`src/rtl/counter_pkg.sv`:
```
// ----------------------------------------------------------------------------
// counter_pkg
// Shared types and helpers for the modulo-N counter and its tick prescaler.
//   dir_t   : count direction encoding of the up_dn input
//   mode_t  : limit behaviour encoding of the sat_mode input
//   div_of  : prescaler division ratio from clock and step frequencies
// ----------------------------------------------------------------------------
package counter_pkg;

    typedef enum logic {
        DIR_DOWN = 1'b0,
        DIR_UP   = 1'b1
    } dir_t;

    typedef enum logic {
        MODE_WRAP = 1'b0,
        MODE_SAT  = 1'b1
    } mode_t;

    // Returns 0 for a zero step rate so the elaboration check on DIV trips
    // instead of a divide-by-zero.
    function automatic int div_of(input int clk_hz, input int tick_hz);
        return (tick_hz > 0) ? (clk_hz / tick_hz) : 0;
    endfunction

endpackage

```
`src/rtl/tick_gen.sv`:
```
// ----------------------------------------------------------------------------
// tick_gen
// Prescaler producing a registered single-cycle clock-enable pulse every DIV
// cycles. No derived clock is generated.
// Ports:
//   clk      in   system clock
//   rst      in   asynchronous active-high reset
//   clr      in   synchronous restart of the prescaler (pulse suppressed)
//   tick_out out  one-cycle pulse, high the cycle after the prescaler hit DIV-1
// ----------------------------------------------------------------------------
module tick_gen #(
    parameter int DIV = 8
) (
    input  logic clk,
    input  logic rst,
    input  logic clr,
    output logic tick_out
);

    // DIV = 1 still needs a 1-bit register; it simply stays at 0 and the
    // terminal compare is then always true, giving a tick every cycle.
    localparam int PW = (DIV > 1) ? $clog2(DIV) : 1;
    localparam logic [PW-1:0] LAST = PW'(DIV - 1);

    if (DIV < 1) begin : g_bad_div
        $error("tick_gen: DIV must be >= 1");
    end

    logic [PW-1:0] presc_reg;
    logic [PW-1:0] presc_next;
    logic          tick_reg;

    always_comb begin
        presc_next = (presc_reg == LAST) ? '0 : presc_reg + PW'(1);
    end

    always_ff @(posedge clk or posedge rst) begin
        if (rst) begin
            presc_reg <= '0;
            tick_reg  <= 1'b0;
        end else if (clr) begin
            presc_reg <= '0;
            tick_reg  <= 1'b0;
        end else begin
            presc_reg <= presc_next;
            tick_reg  <= (presc_reg == LAST);
        end
    end

    assign tick_out = tick_reg;

endmodule

```
`src/rtl/mod_n_counter.sv`:
```
// ----------------------------------------------------------------------------
// mod_n_counter
// Modulo-N up/down counter stepped by an integrated tick prescaler.
// Ports:
//   clk       in   system clock
//   rst       in   asynchronous active-high reset
//   ena       in   count enable (prescaler runs regardless)
//   up_dn     in   1 = up, 0 = down
//   sat_mode  in   0 = wrap at limits, 1 = saturate at limits
//   clr       in   synchronous clear of count and prescaler
//   load      in   synchronous load strobe (beats a coincident step)
//   load_val  in   value to load, clamped to MODULUS-1
//   tick_out  out  registered prescaler pulse
//   count     out  current count
//   wrap      out  registered one-cycle wrap/borrow pulse, aligned with count
//   at_max    out  count == MODULUS-1 (combinational)
//   at_zero   out  count == 0 (combinational)
// ----------------------------------------------------------------------------
module mod_n_counter
    import counter_pkg::*;
#(
    parameter int CLK_HZ  = 100_000_000,
    parameter int TICK_HZ = 1,
    parameter int MODULUS = 12,
    parameter int WIDTH   = $clog2(MODULUS)
) (
    input  logic             clk,
    input  logic             rst,
    input  logic             ena,
    input  logic             up_dn,
    input  logic             sat_mode,
    input  logic             clr,
    input  logic             load,
    input  logic [WIDTH-1:0] load_val,
    output logic             tick_out,
    output logic [WIDTH-1:0] count,
    output logic             wrap,
    output logic             at_max,
    output logic             at_zero
);

    localparam int DIV = div_of(CLK_HZ, TICK_HZ);

    localparam logic [WIDTH-1:0] MAX_VAL = WIDTH'(MODULUS - 1);
    // One extra bit so MODULUS itself is representable when it is 2**WIDTH.
    localparam logic [WIDTH:0]   MOD_W1  = (WIDTH + 1)'(MODULUS);

    if (MODULUS < 2) begin : g_bad_mod
        $error("mod_n_counter: MODULUS must be >= 2");
    end
    if (DIV < 1) begin : g_bad_div
        $error("mod_n_counter: CLK_HZ/TICK_HZ must be >= 1");
    end

    logic             tick;
    logic [WIDTH-1:0] count_reg;
    logic [WIDTH-1:0] count_next;
    logic             wrap_reg;
    logic             wrap_next;
    logic [WIDTH-1:0] load_clamped;
    logic             step;

    tick_gen #(
        .DIV (DIV)
    ) u_tick_gen (
        .clk      (clk),
        .rst      (rst),
        .clr      (clr),
        .tick_out (tick)
    );

    assign step         = tick & ena;
    assign load_clamped = ({1'b0, load_val} >= MOD_W1) ? MAX_VAL : load_val;

    always_comb begin
        count_next = count_reg;
        wrap_next  = 1'b0;
        if (clr) begin
            count_next = '0;
        end else if (load) begin
            count_next = load_clamped;
        end else if (step) begin
            if (dir_t'(up_dn) == DIR_UP) begin
                if (count_reg != MAX_VAL) begin
                    count_next = count_reg + WIDTH'(1);
                end else if (mode_t'(sat_mode) == MODE_WRAP) begin
                    count_next = '0;
                    wrap_next  = 1'b1;
                end
            end else begin
                if (count_reg != '0) begin
                    count_next = count_reg - WIDTH'(1);
                end else if (mode_t'(sat_mode) == MODE_WRAP) begin
                    count_next = MAX_VAL;
                    wrap_next  = 1'b1;
                end
            end
        end
    end

    always_ff @(posedge clk or posedge rst) begin
        if (rst) begin
            count_reg <= '0;
            wrap_reg  <= 1'b0;
        end else begin
            count_reg <= count_next;
            wrap_reg  <= wrap_next;
        end
    end

    assign tick_out = tick;
    assign count    = count_reg;
    assign wrap     = wrap_reg;
    assign at_max   = (count_reg == MAX_VAL);
    assign at_zero  = (count_reg == '0);

endmodule

```
`config.mk`:
```
export PLATFORM = sky130hd
export DESIGN_NAME = mod_n_counter
export DESIGN_NICKNAME = d
export VERILOG_FILES = /design/src/rtl/counter_pkg.sv /design/src/rtl/tick_gen.sv /design/src/rtl/mod_n_counter.sv
export SDC_FILE = /design/constraint.sdc
export NUM_CORES = 1
export LEC_CHECK = 0
export BUFFER_PORTS_ARGS = -buffer_cell sky130_fd_sc_hd__buf_2
export CORE_ASPECT_RATIO = 1.4
export CORE_MARGIN = 5
export CORE_UTILIZATION = 54
export CTS_BUF_LIST = sky130_fd_sc_hd__clkbuf_4 sky130_fd_sc_hd__clkbuf_8
export DETAILED_ROUTE_END_ITERATION = 12
export GPL_TIMING_DRIVEN = 0
export PLACE_DENSITY = 0.71
export REMOVE_ABC_BUFFERS = 1
export SETUP_SLACK_MARGIN = 0.2
export SLEW_MARGIN = 20
export SYNTH_ARGS = -nofsm -noshare
export SYNTH_HDL_FRONTEND = slang
export SYNTH_SLANG_ARGS = --single-unit
```
`constraint.sdc`:
```
create_clock -name clk -period 2.65 [get_ports clk]
set_input_delay 0.6625 -clock clk [delete_from_list [all_inputs] [get_ports clk]]
set_output_delay 0.6625 -clock clk [all_outputs]
set_load 0.03 [all_outputs]
```
=== After elaboration in Yosys (flattened, before gate mapping) ===
Index checks and enable logic that the tools add are counted.

* Magnitude comparators: 1
* $add $sub $neg: 3
* Reductions and logical operators: 4
* Mux-type cells: 19
* Bitwise gates (word level): 1
* Equality and inequality tests: 5

{| class="wikitable"
|+ Operator list
! cell !! count
|-
| 27-bit two-way mux || 2
|-
| 4-bit two-way mux || 9
|-
| 27-bit by 1-bit adder with 27-bit output, second input constant || 1
|-
| 27-bit equality test, second input constant || 1
|-
| 5-bit by 2-bit != test with 1-bit output, second input constant || 2
|-
| 1-bit two-way mux || 8
|-
| 4-bit by 1-bit adder with 4-bit output, second input constant || 1
|-
| 4-bit equality test, second input constant || 1
|-
| 4-bit greater-or-equal comparator, second input constant || 1
|-
| 4-bit logical NOT || 1
|-
| 4-bit != test, second input constant || 1
|-
| 4-bit nonzero test || 1
|-
| 4-bit by 1-bit subtractor with 4-bit output, second input constant || 1
|-
| 3-bit AND reduction || 1
|-
| 3-bit nonzero test || 1
|-
| 1-bit bitwise AND || 1
|}

* Logic and storage cells: 37
* Output and inout port bits: 8
* Input port bits: 11
* Flip-flop bits (word level): 33

=== Logic depth before layout (Yosys ltp) ===
Gate-level depths: netlist (run 1).

* Depth after elaboration: 6
* Depth in mapped cells: 6
* Mapped depth without buffers: 6

=== Cells and area by module ===
Synthesis (run 1) repeated with hierarchy kept, for this count alone.

* Cells, all modules: 217
* Area total of the unflattened synthesis: 1998.2 µm²

{| class="wikitable"
|+ Modules (own cells, without submodules)
! module !! area each (µm²) !! cells an instance !! sequential area each (µm²) !! instances
|-
| tick_gen || 1530.2 || 162 || 700.7 || 1
|-
| mod_n_counter || 467.9 || 55 || 125.1 || 1
|}

=== Worst setup path before layout (run 1) ===
OpenSTA, ideal clock, no wires.

* Kind: reg2reg
* From: reg count_reg[0], in the netlist count[0]
* To: reg count_reg[0], in the netlist count[0]
* Arrival time: 1891 ps
* Setup time: 138 ps
* Period minus slack after synthesis: 2029 ps
* Required time: 2512 ps
* Slack: 621 ps
* Buffers on the path: 0
* Stages on the path, launching flop included: 7
* Cells stage by stage: dfrtp_1 > inv_1 > ha_1 > or4b_2 > o21ai_0 > a31oi_1 > mux2i_1

* Word-level cells in the longest chain between the ends: 6
* Elaborated cells on any way between the ends: 13
* Classes of those cells: add/sub: 2; eq/ne: 3; mux: 6; reduce/logical: 2

{| class="wikitable"
|+ Ends and longest elaborated chain
! what !! line !! source
|-
| start, declared || mod_n_counter.sv:56 || <nowiki>logic [WIDTH-1:0] count_reg;</nowiki>
|-
| start signal, assigned || mod_n_counter.sv:106 || <nowiki>count_reg <= count_next;</nowiki>
|-
| 4-bit by 1-bit subtractor with 4-bit output (tied with other cells) || mod_n_counter.sv:92 || <nowiki>count_next = count_reg - WIDTH'(1);</nowiki>
|-
| 4-bit two-way mux (on tied branches) || mod_n_counter.sv:91, mod_n_counter.sv:84 ||
|-
| 4-bit two-way mux || mod_n_counter.sv:83 || <nowiki>if (dir_t'(up_dn) == DIR_UP) begin</nowiki>
|-
| 4-bit two-way mux || mod_n_counter.sv:82 || <nowiki>end else if (step) begin</nowiki>
|-
| 4-bit two-way mux || mod_n_counter.sv:80 || <nowiki>end else if (load) begin</nowiki>
|-
| 4-bit two-way mux || mod_n_counter.sv:78 || <nowiki>if (clr) begin</nowiki>
|}

Several ways; a longest one is shown, not always the timed one. The select of a mux whose other input is x is not followed.
A chain may end at the register's enable or synchronous reset.

=== Worst setup path in the final report (run 1) ===
* From: reg count_reg[0], in the netlist count[0]
* To: reg count_reg[2], in the netlist count[2]

The elaborated chain is that of the path after synthesis.

==> results of run 1 <==
cell usage in the layout (no fill, tap or decap), types with 2 or more instances in the layout:
cell type | Yosys | final
sky130_fd_sc_hd__a31oi_1 | 2 | 2
sky130_fd_sc_hd__xnor2_1 | 7 | 7
sky130_fd_sc_hd__and4_1 | 6 | 6
sky130_fd_sc_hd__inv_1 | 9 | 8
sky130_fd_sc_hd__o22ai_1 | 2 | 2
sky130_fd_sc_hd__o221ai_1 | 2 | 2
sky130_fd_sc_hd__nand2b_1 | 2 | 2
sky130_fd_sc_hd__nand2_1 | 17 | 17
sky130_fd_sc_hd__or3_1 | 5 | 5
sky130_fd_sc_hd__dfrtp_1 | 33 | 33
sky130_fd_sc_hd__o21ai_0 | 7 | 7
sky130_fd_sc_hd__or4_1 | 6 | 6
sky130_fd_sc_hd__clkbuf_8 | 0 | 6
sky130_fd_sc_hd__nand3_1 | 10 | 10
sky130_fd_sc_hd__nand4_1 | 8 | 8
sky130_fd_sc_hd__and2_1 | 2 | 2
sky130_fd_sc_hd__ha_1 | 3 | 3
sky130_fd_sc_hd__nand4_2 | 2 | 2
sky130_fd_sc_hd__nor2_1 | 17 | 17
sky130_fd_sc_hd__and3_1 | 3 | 3
sky130_fd_sc_hd__xor2_1 | 7 | 7
sky130_fd_sc_hd__nand3b_1 | 3 | 3
sky130_fd_sc_hd__buf_2 | 5 | 18
sky130_fd_sc_hd__mux2i_1 | 3 | 3
sky130_fd_sc_hd__nor4_1 | 5 | 5
sky130_fd_sc_hd__a21oi_1 | 14 | 14
sky130_fd_sc_hd__o31ai_1 | 6 | 6
kinds of logic (layout without fill, tap and decap cells):
logic type               count (synthesis)  in the layout  synth area share, %
buffers and inverters                   17             34                 3.67
XOR/XNOR                                14             14                 6.43
AND/OR/NAND/NOR                         92             92                 28.0
flip-flops                              33             33                 43.3
multiplexers                             4              4                 2.17
AO/OA/AOI/OAI                           41             41                 14.5
adder cells (fa/ha/maj)                  3              3                 1.97
timing repair:
action,4_1_cts,5_1_grt
hold buffers,0,0
setup endpoints to repair,0,8
hold endpoints to repair,0,0
path summary, 6_finish.rpt:
kind                       cells after the start                         startpoint                            endpoint  slack, ns
setup / recovery                               6               count[0]$_DFFE_PP0P_                count[2]$_DFFE_PP0P_       0.40
hold / removal                                 2                                rst                      wrap$_DFF_PP0_       0.48
setup reg to reg                               6               count[0]$_DFFE_PP0P_                count[2]$_DFFE_PP0P_       0.40
hold reg to reg                                1  u_tick_gen.presc_reg[0]$_DFF_PP0_   u_tick_gen.presc_reg[0]$_DFF_PP0_       0.50
max in group asynchronous                      2                                rst  u_tick_gen.presc_reg[15]$_DFF_PP0_       1.73
min in group clk                               1  u_tick_gen.presc_reg[0]$_DFF_PP0_   u_tick_gen.presc_reg[0]$_DFF_PP0_       0.50
power by group through the flow:
stage,Clock (W),Combinational [W],Sequential (W)
global placement,0,0.000148,0.000543
CTS,0.000398,0.000156,0.000536
global route,0.000429,0.000172,0.000538
floorplan,0,0.0000926,0.000556
detailed placement,0,0.000156,0.000545
finish,0.000384,0.000156,0.000538
layout make-up:
type	instances	area [µm²]	area share (%)
tap	40	50.0	2.38
inverter	9	33.8	1.61
timing repair buffer	18	90.1	4.29
sequential	33	826	39.3
clock buffer	7	90.1	4.29
multi-input combinational	154	1010	48.1
worst reg2reg max path, stage by stage, from the launching register on:
cell,delay (ns)
sky130_fd_sc_hd__dfrtp_1,0.47
sky130_fd_sc_hd__inv_1,0.11
sky130_fd_sc_hd__ha_1,0.25
sky130_fd_sc_hd__or4b_2,0.60
sky130_fd_sc_hd__o21ai_0,0.18
sky130_fd_sc_hd__a31oi_1,0.29
sky130_fd_sc_hd__o22ai_1,0.26
metal layers:
metal  up-vias  global-route usage (%)  wire length [µm]
li1        792                       -                 -
met3        15                    4.66               196
met1       812                    22.1              1770
met2        48                    36.8              2370
met5         -                       0                 0
met4         0                    10.4               136
per-stage QoR:
stage | util (%) | cells | instance area (µm²) | power, W
2_1_floorplan | - | 196 | 1870 | 0.000649
3_3_place_gp | 59.0 | 254 | 2010 | 0.000691
3_5_place_dp | 59.0 | 254 | 2010 | 0.000701
4_1_cts | 61.6 | 261 | 2100 | 0.00109
5_1_grt | 61.6 | 261 | 2100 | 0.00114
6_report | 61.6 | 261 | 2100 | 0.00108
==> run_summary.xml, run 1 <==
<?xml version="1.0" encoding="UTF-8"?>
<metrics>
  <group name="flow_run">
    <metric name="maxCapViolations" unit="">0</metric>
  </group>
  <group name="clocking">
    <metric name="clock_tree_from_tritoncts" unit="">done</metric>
    <metric name="clock_sink_count" unit="">33</metric>
    <metric name="clk_transition_reported_paths" unit="ns">0.06</metric>
    <metric name="post-cts-setup-buffer-count" unit="">0</metric>
    <metric name="clkLatencyLatePin" unit="ns">0.28</metric>
    <metric name="clockBufferDepth" unit="">2</metric>
    <metric name="cts_buffers" unit="">5</metric>
    <metric name="ctsHtreeMaxLevel" unit="">2</metric>
    <metric name="cts_resized" unit="">0</metric>
    <metric name="cts_root_buffer" unit="">sky130_fd_sc_hd__clkbuf_8</metric>
  </group>
  <group name="route">
    <metric name="avgViaCountPerCell" unit="">6.39</metric>
    <metric name="drt_first_pass_iters" unit="">4</metric>
    <metric name="post-route-drc-count" unit="">0</metric>
    <metric name="route.final.wire_length" unit="µm">4470</metric>
    <metric name="wl_per_cell" unit="µm">17.1</metric>
    <metric name="via_total_after_detailed_routing" unit="">1667</metric>
    <metric name="detailedRoute.firstIterationViolations" unit="">119</metric>
    <metric name="number_of_nets_with_antenna_violations_after_detailed_routing" unit="">0</metric>
  </group>
  <group name="placement">
    <metric name="gp_congestion" unit="">0.866</metric>
    <metric name="post-dp-hpwl" unit="µm">3180</metric>
    <metric name="placement.setup.worst_slack" unit="ns">0.345</metric>
    <metric name="io_buffer_count" unit="">18</metric>
  </group>
  <group name="synth">
    <metric name="synthArstFlopShare" unit="%">100</metric>
    <metric name="synth_seq_area_share" unit="%">43.3</metric>
    <metric name="synthTopCellsByArea" unit="">sky130_fd_sc_hd__dfrtp_1 43%, sky130_fd_sc_hd__a21oi_1 3.7%, sky130_fd_sc_hd__nand2_1 3.3%</metric>
    <metric name="synthDominantCellAreaShare" unit="%">43.3</metric>
    <metric name="synth.cell_area" unit="mm²">0.00191</metric>
    <metric name="synth_most_common_cell" unit="">sky130_fd_sc_hd__dfrtp_1</metric>
    <metric name="post_synth_num_cell_types" unit="">42</metric>
    <metric name="yosys_register_bits" unit="">33</metric>
    <metric name="synth_top_cell_by_area" unit="">sky130_fd_sc_hd__dfrtp_1</metric>
    <metric name="syn-instance-count" unit="">204</metric>
    <metric name="synth_flop_cell" unit="">sky130_fd_sc_hd__dfrtp_1</metric>
    <metric name="synth-edff-count" unit="">0</metric>
    <metric name="syn-mean-instance-area" unit="µm²">9.35</metric>
    <metric name="yosysWarnings" unit="">0</metric>
    <metric name="synth_commonest_cells" unit="">33 x sky130_fd_sc_hd__dfrtp_1, 17 x sky130_fd_sc_hd__nand2_1, 17 x sky130_fd_sc_hd__nor2_1</metric>
  </group>
  <group name="global_routing">
    <metric name="grt_start_max_net_pins" unit="">34</metric>
    <metric name="globalRouteOverflowTotal" unit="">0</metric>
    <metric name="track_usage" unit="%">20.7</metric>
    <metric name="grt_antenna_before_repair" unit="">0</metric>
    <metric name="grt_pass1_wl" unit="µm">7560</metric>
    <metric name="first_global_vias" unit="">1703</metric>
  </group>
  <group name="power">
    <metric name="switching_power" unit="W">0.000288</metric>
    <metric name="pwr-share-comb" unit="%">14.4</metric>
    <metric name="power.share.switching" unit="%">26.7</metric>
    <metric name="p_seq_share" unit="%">49.9</metric>
    <metric name="p_int" unit="W">0.000789</metric>
    <metric name="power-per-cell-area" unit="mW/mm²">513</metric>
    <metric name="total_leakage_power" unit="nW">0.885</metric>
    <metric name="peakVddDrop" unit="µV">430</metric>
    <metric name="pwr-share-clk" unit="%">35.7</metric>
  </group>
  <group name="sta">
    <metric name="setup_viol" unit="">0</metric>
    <metric name="max_slew_headroom" unit="%">35.9</metric>
    <metric name="hold_violations" unit="">0</metric>
    <metric name="clock.fmax" unit="MHz">444</metric>
    <metric name="fin_worst_skew" unit="ns">0.00215</metric>
    <metric name="minimum_setup_slack_in_the_final_design" unit="ns">0.399</metric>
    <metric name="fin_setup_tns" unit="ns">0</metric>
    <metric name="grt_setup_unrepaired" unit="">false</metric>
    <metric name="layout_worst_path_cycle_share" unit="%">84.9</metric>
    <metric name="min_period" unit="ns">2.25</metric>
    <metric name="slew_viol_final" unit="">0</metric>
    <metric name="tightestPinTransition" unit="ns">0.962</metric>
    <metric name="fin_hold_ws" unit="ns">0.479</metric>
  </group>
  <group name="setup_path">
    <metric name="critical_path.top_delay_family" unit="">compound AO/OA/AOI/OAI gates</metric>
    <metric name="timing.critical_path.buf_inv" unit="">1</metric>
    <metric name="cp_max_fo" unit="">8</metric>
    <metric name="timing.critical_path.cells" unit="">inv_1, ha_1, or4b_2, o21ai_0, a31oi_1, o22ai_1</metric>
    <metric name="worstSetupEndpointType" unit="">flop</metric>
    <metric name="data_arrival_time_of_the_critical_path" unit="ns">2.44</metric>
    <metric name="worst-endpoint-required" unit="ns">2.84</metric>
    <metric name="startpoint_type" unit="">flop</metric>
    <metric name="worstSetupPathType" unit="">reg2reg</metric>
    <metric name="cell_with_the_largest_stage_delay_on_the_worst_path" unit="">sky130_fd_sc_hd__or4b_2</metric>
    <metric name="critPathMaxStageDelay" unit="ns">0.60</metric>
  </group>
  <group name="hold_path">
    <metric name="worst_hold_path_type" unit="">in2async</metric>
  </group>
  <group name="floorplan">
    <metric name="dieArea" unit="mm²">0.00484</metric>
    <metric name="design.core.area" unit="mm²">0.00341</metric>
    <metric name="io-pin-count" unit="">19</metric>
    <metric name="std_cell_rows" unit="">25</metric>
    <metric name="die_h" unit="µm">80.3</metric>
    <metric name="initial_util" unit="%">55.9</metric>
    <metric name="die_x" unit="µm">60.2</metric>
  </group>
  <group name="final_layout">
    <metric name="syn2layout_area_growth" unit="%">10.2</metric>
    <metric name="drive_gt1_share" unit="%">15.4</metric>
    <metric name="nFillCells" unit="">279</metric>
    <metric name="diodes" unit="">0</metric>
    <metric name="finish.net_count" unit="">235</metric>
    <metric name="largest_register_ffs" unit="">27</metric>
  </group>
  <group name="run_status">
    <metric name="outcome" unit="">finished, final reports clean</metric>
  </group>
</metrics>
Note: power is estimated with default switching activity, not from simulation.
==> run 2: changes to the inputs <==
==> constraint.sdc (replaced) <==
create_clock -name clk -period 2.3 [get_ports clk]
set_input_delay 0.575 -clock clk [delete_from_list [all_inputs] [get_ports clk]]
set_output_delay 0.575 -clock clk [all_outputs]
set_load 0.03 [all_outputs]
==> run_summary.xml, run 2 (synthesis gave the netlist of run 1 again) <==
<?xml version="1.0" encoding="UTF-8"?>
<metrics>
  <group name="run_status">
    <metric name="outcome" unit="">finished, final reports clean</metric>
  </group>
  <group name="route">
    <metric name="number_of_nets_with_antenna_violations_after_detailed_routing" unit="">0</metric>
    <metric name="post-route-drc-count" unit="">0</metric>
    <metric name="drt_first_pass_iters" unit="">4</metric>
    <metric name="route.final.wire_length" unit="µm">4680</metric>
    <metric name="detailedRoute.firstIterationViolations" unit="">155</metric>
    <metric name="wl_per_cell" unit="µm">17.6</metric>
    <metric name="via_total_after_detailed_routing" unit="">1708</metric>
    <metric name="avgViaCountPerCell" unit="">6.42</metric>
  </group>
  <group name="clocking">
    <metric name="cts_root_buffer" unit="">sky130_fd_sc_hd__clkbuf_8</metric>
    <metric name="clk_transition_reported_paths" unit="ns">0.06</metric>
    <metric name="cts_hold_buffers" unit="">0</metric>
    <metric name="clockBufferDepth" unit="">2</metric>
    <metric name="cts_buffers" unit="">5</metric>
    <metric name="ctsHtreeMaxLevel" unit="">2</metric>
    <metric name="clkLatencyLatePin" unit="ns">0.28</metric>
    <metric name="clock_tree_from_tritoncts" unit="">done</metric>
    <metric name="clock_sink_count" unit="">33</metric>
  </group>
  <group name="global_routing">
    <metric name="grt_antenna_before_repair" unit="">0</metric>
    <metric name="groute.layer.met1.usage" unit="%">23.3</metric>
    <metric name="grt_pass1_wl" unit="µm">7750</metric>
    <metric name="first_global_vias" unit="">1712</metric>
    <metric name="grt.busiest_layer" unit="">met2</metric>
    <metric name="grtUsageMet2" unit="%">37.6</metric>
    <metric name="global_routing_met3_resource_utilization" unit="%">4.50</metric>
    <metric name="grt_start_max_net_pins" unit="">34</metric>
    <metric name="globalRouteOverflowTotal" unit="">0</metric>
    <metric name="track_usage" unit="%">21.4</metric>
  </group>
  <group name="power">
    <metric name="pwr-share-clk" unit="%">35.4</metric>
    <metric name="peakVddDrop" unit="µV">503</metric>
    <metric name="power.share.switching" unit="%">27.1</metric>
    <metric name="pwr-share-comb" unit="%">15.4</metric>
    <metric name="switching_power" unit="W">0.000342</metric>
    <metric name="p_int" unit="W">0.000918</metric>
    <metric name="power-per-cell-area" unit="mW/mm²">580</metric>
    <metric name="total_leakage_power" unit="nW">0.909</metric>
    <metric name="p_seq_share" unit="%">49.2</metric>
  </group>
  <group name="floorplan">
    <metric name="die_x" unit="µm">60.2</metric>
    <metric name="design.core.area" unit="mm²">0.00341</metric>
    <metric name="initial_util" unit="%">55.9</metric>
    <metric name="io-pin-count" unit="">19</metric>
    <metric name="die_h" unit="µm">80.3</metric>
    <metric name="std_cell_rows" unit="">25</metric>
    <metric name="dieArea" unit="mm²">0.00484</metric>
  </group>
  <group name="sta">
    <metric name="grt_setup_unrepaired" unit="">false</metric>
    <metric name="min_period" unit="ns">2.01</metric>
    <metric name="layout_worst_path_cycle_share" unit="%">87.5</metric>
    <metric name="clock.fmax" unit="MHz">497</metric>
    <metric name="fin_worst_skew" unit="ns">0.00361</metric>
    <metric name="tightestPinTransition" unit="ns">0.674</metric>
    <metric name="hold_violations" unit="">0</metric>
    <metric name="max_slew_headroom" unit="%">55.0</metric>
    <metric name="minimum_setup_slack_in_the_final_design" unit="ns">0.288</metric>
    <metric name="slew_viol_final" unit="">0</metric>
    <metric name="setup_viol" unit="">0</metric>
    <metric name="fin_setup_tns" unit="ns">0</metric>
    <metric name="fin_hold_ws" unit="ns">0.391</metric>
  </group>
  <group name="flow_run">
    <metric name="maxCapViolations" unit="">0</metric>
  </group>
  <group name="final_layout">
    <metric name="syn2layout_area_growth" unit="%">14.0</metric>
    <metric name="largest_register_ffs" unit="">27</metric>
    <metric name="drive_gt1_share" unit="%">18.6</metric>
    <metric name="nFillCells" unit="">274</metric>
    <metric name="diodes" unit="">0</metric>
    <metric name="most_common_library_cell_in_the_layout_ignoring_fill_and_taps" unit="">sky130_fd_sc_hd__dfrtp_1</metric>
    <metric name="final_cell_mix" unit="">33 x sky130_fd_sc_hd__dfrtp_1, 18 x sky130_fd_sc_hd__buf_2, 17 x sky130_fd_sc_hd__nor2_1, 17 x sky130_fd_sc_hd__nand2_1, 14 x sky130_fd_sc_hd__a21oi_1</metric>
    <metric name="finish.net_count" unit="">240</metric>
  </group>
  <group name="placement">
    <metric name="placement.setup.worst_slack" unit="ns">-0.00522</metric>
    <metric name="post-dp-hpwl" unit="µm">3180</metric>
    <metric name="io_buffer_count" unit="">18</metric>
    <metric name="gp_congestion" unit="">0.866</metric>
  </group>
  <group name="setup_path">
    <metric name="worstSetupPathType" unit="">reg2reg</metric>
    <metric name="worstSetupEndpointType" unit="">flop</metric>
    <metric name="timing.critical_path.cells" unit="">inv_1, ha_2, or4b_2, o21ai_2, a31oi_4, o22ai_1</metric>
    <metric name="cp_max_fo" unit="">8</metric>
    <metric name="cell_with_the_largest_stage_delay_on_the_worst_path" unit="">sky130_fd_sc_hd__or4b_2</metric>
    <metric name="worst-endpoint-required" unit="ns">2.49</metric>
    <metric name="startpoint_type" unit="">flop</metric>
    <metric name="timing.rr.start" unit="">count[0]$_DFFE_PP0P_</metric>
    <metric name="data_arrival_time_of_the_critical_path" unit="ns">2.20</metric>
    <metric name="cp-startpoint" unit="">count[0]$_DFFE_PP0P_</metric>
    <metric name="critPathMaxStageDelay" unit="ns">0.61</metric>
  </group>
  <group name="hold_path">
    <metric name="worst_hold_path_type" unit="">in2async</metric>
  </group>
</metrics>
-- run 2: power by group through the flow --
| stage | Sequential, W | Clock [W] | Combinational (W) |
|---|---|---|---|
| after CTS | 0.000617 | 0.000458 | 0.000188 |
| after floorplan | 0.000641 | 0 | 0.000107 |
| final | 0.000619 | 0.000446 | 0.000194 |
| after global placement | 0.000626 | 0 | 0.000171 |
| after global routing | 0.000620 | 0.000494 | 0.000213 |
| after detailed placement | 0.000628 | 0 | 0.000179 |
-- run 2: final timing paths --
check / end / slack, ns / depth (start not counted)
setup / recovery: count[2]$_DFFE_PP0P_ / 0.29 / 6
hold / removal: count[3]$_DFFE_PP0P_ / 0.39 / 2
setup reg to reg: count[2]$_DFFE_PP0P_ / 0.29 / 6
hold reg to reg: u_tick_gen.presc_reg[0]$_DFF_PP0_ / 0.49 / 1
max in group asynchronous: u_tick_gen.presc_reg[15]$_DFF_PP0_ / 1.47 / 2
min in group clk: u_tick_gen.presc_reg[0]$_DFF_PP0_ / 0.49 / 1
-- run 2: routing by layer --
layer	vias to the layer above	wire, µm
met1	828	1850
met2	64	2480
li1	804	-
met4	0	121
met3	12	228
met5	-	0
-- run 2: metrics by stage --
stage | instances | utilization [%] | total power, W | area [µm²]
after floorplan | 196 | - | 0.000747 | 1870
after global placement | 254 | 59.0 | 0.000797 | 2010
after detailed placement | 254 | 59.0 | 0.000807 | 2010
after CTS | 262 | 62.8 | 0.00126 | 2140
after global routing | 266 | 63.7 | 0.00133 | 2170
final | 266 | 63.7 | 0.00126 | 2170
-- run 2: critical path, delay by kind of cell, from the launching register on --
family | cells | cell delay (ns)
adders and majority gates | 1 | 0.23
DFF | 1 | 0.46
and+or+nand+nor | 1 | 0.61
AOI/OAI and AO/OA | 3 | 0.50
buffers and inverters | 1 | 0.11
-- run 2: area by class of cell --
class,count,area (µm²),share of cell area [%]
multi-input cells,155,1050,48.5
well taps,40,50.0,2.30
flip-flops and latches,33,826,38.0
clock buffers,7,90.1,4.15
repair buffers,22,120,5.53
inverters,9,33.8,1.55
-- run 2: repair_timing --
| item | 4_1_cts | 5_1_grt |
|---|---|---|
| setup buffers | 0 | 4 |
| gates cloned | 1 | 0 |
| pin swaps | 2 | 2 |
| setup endpoints to repair | 28 | 29 |
| gates resized for setup | 5 | 1 |
| hold endpoints to repair | 0 | 0 |
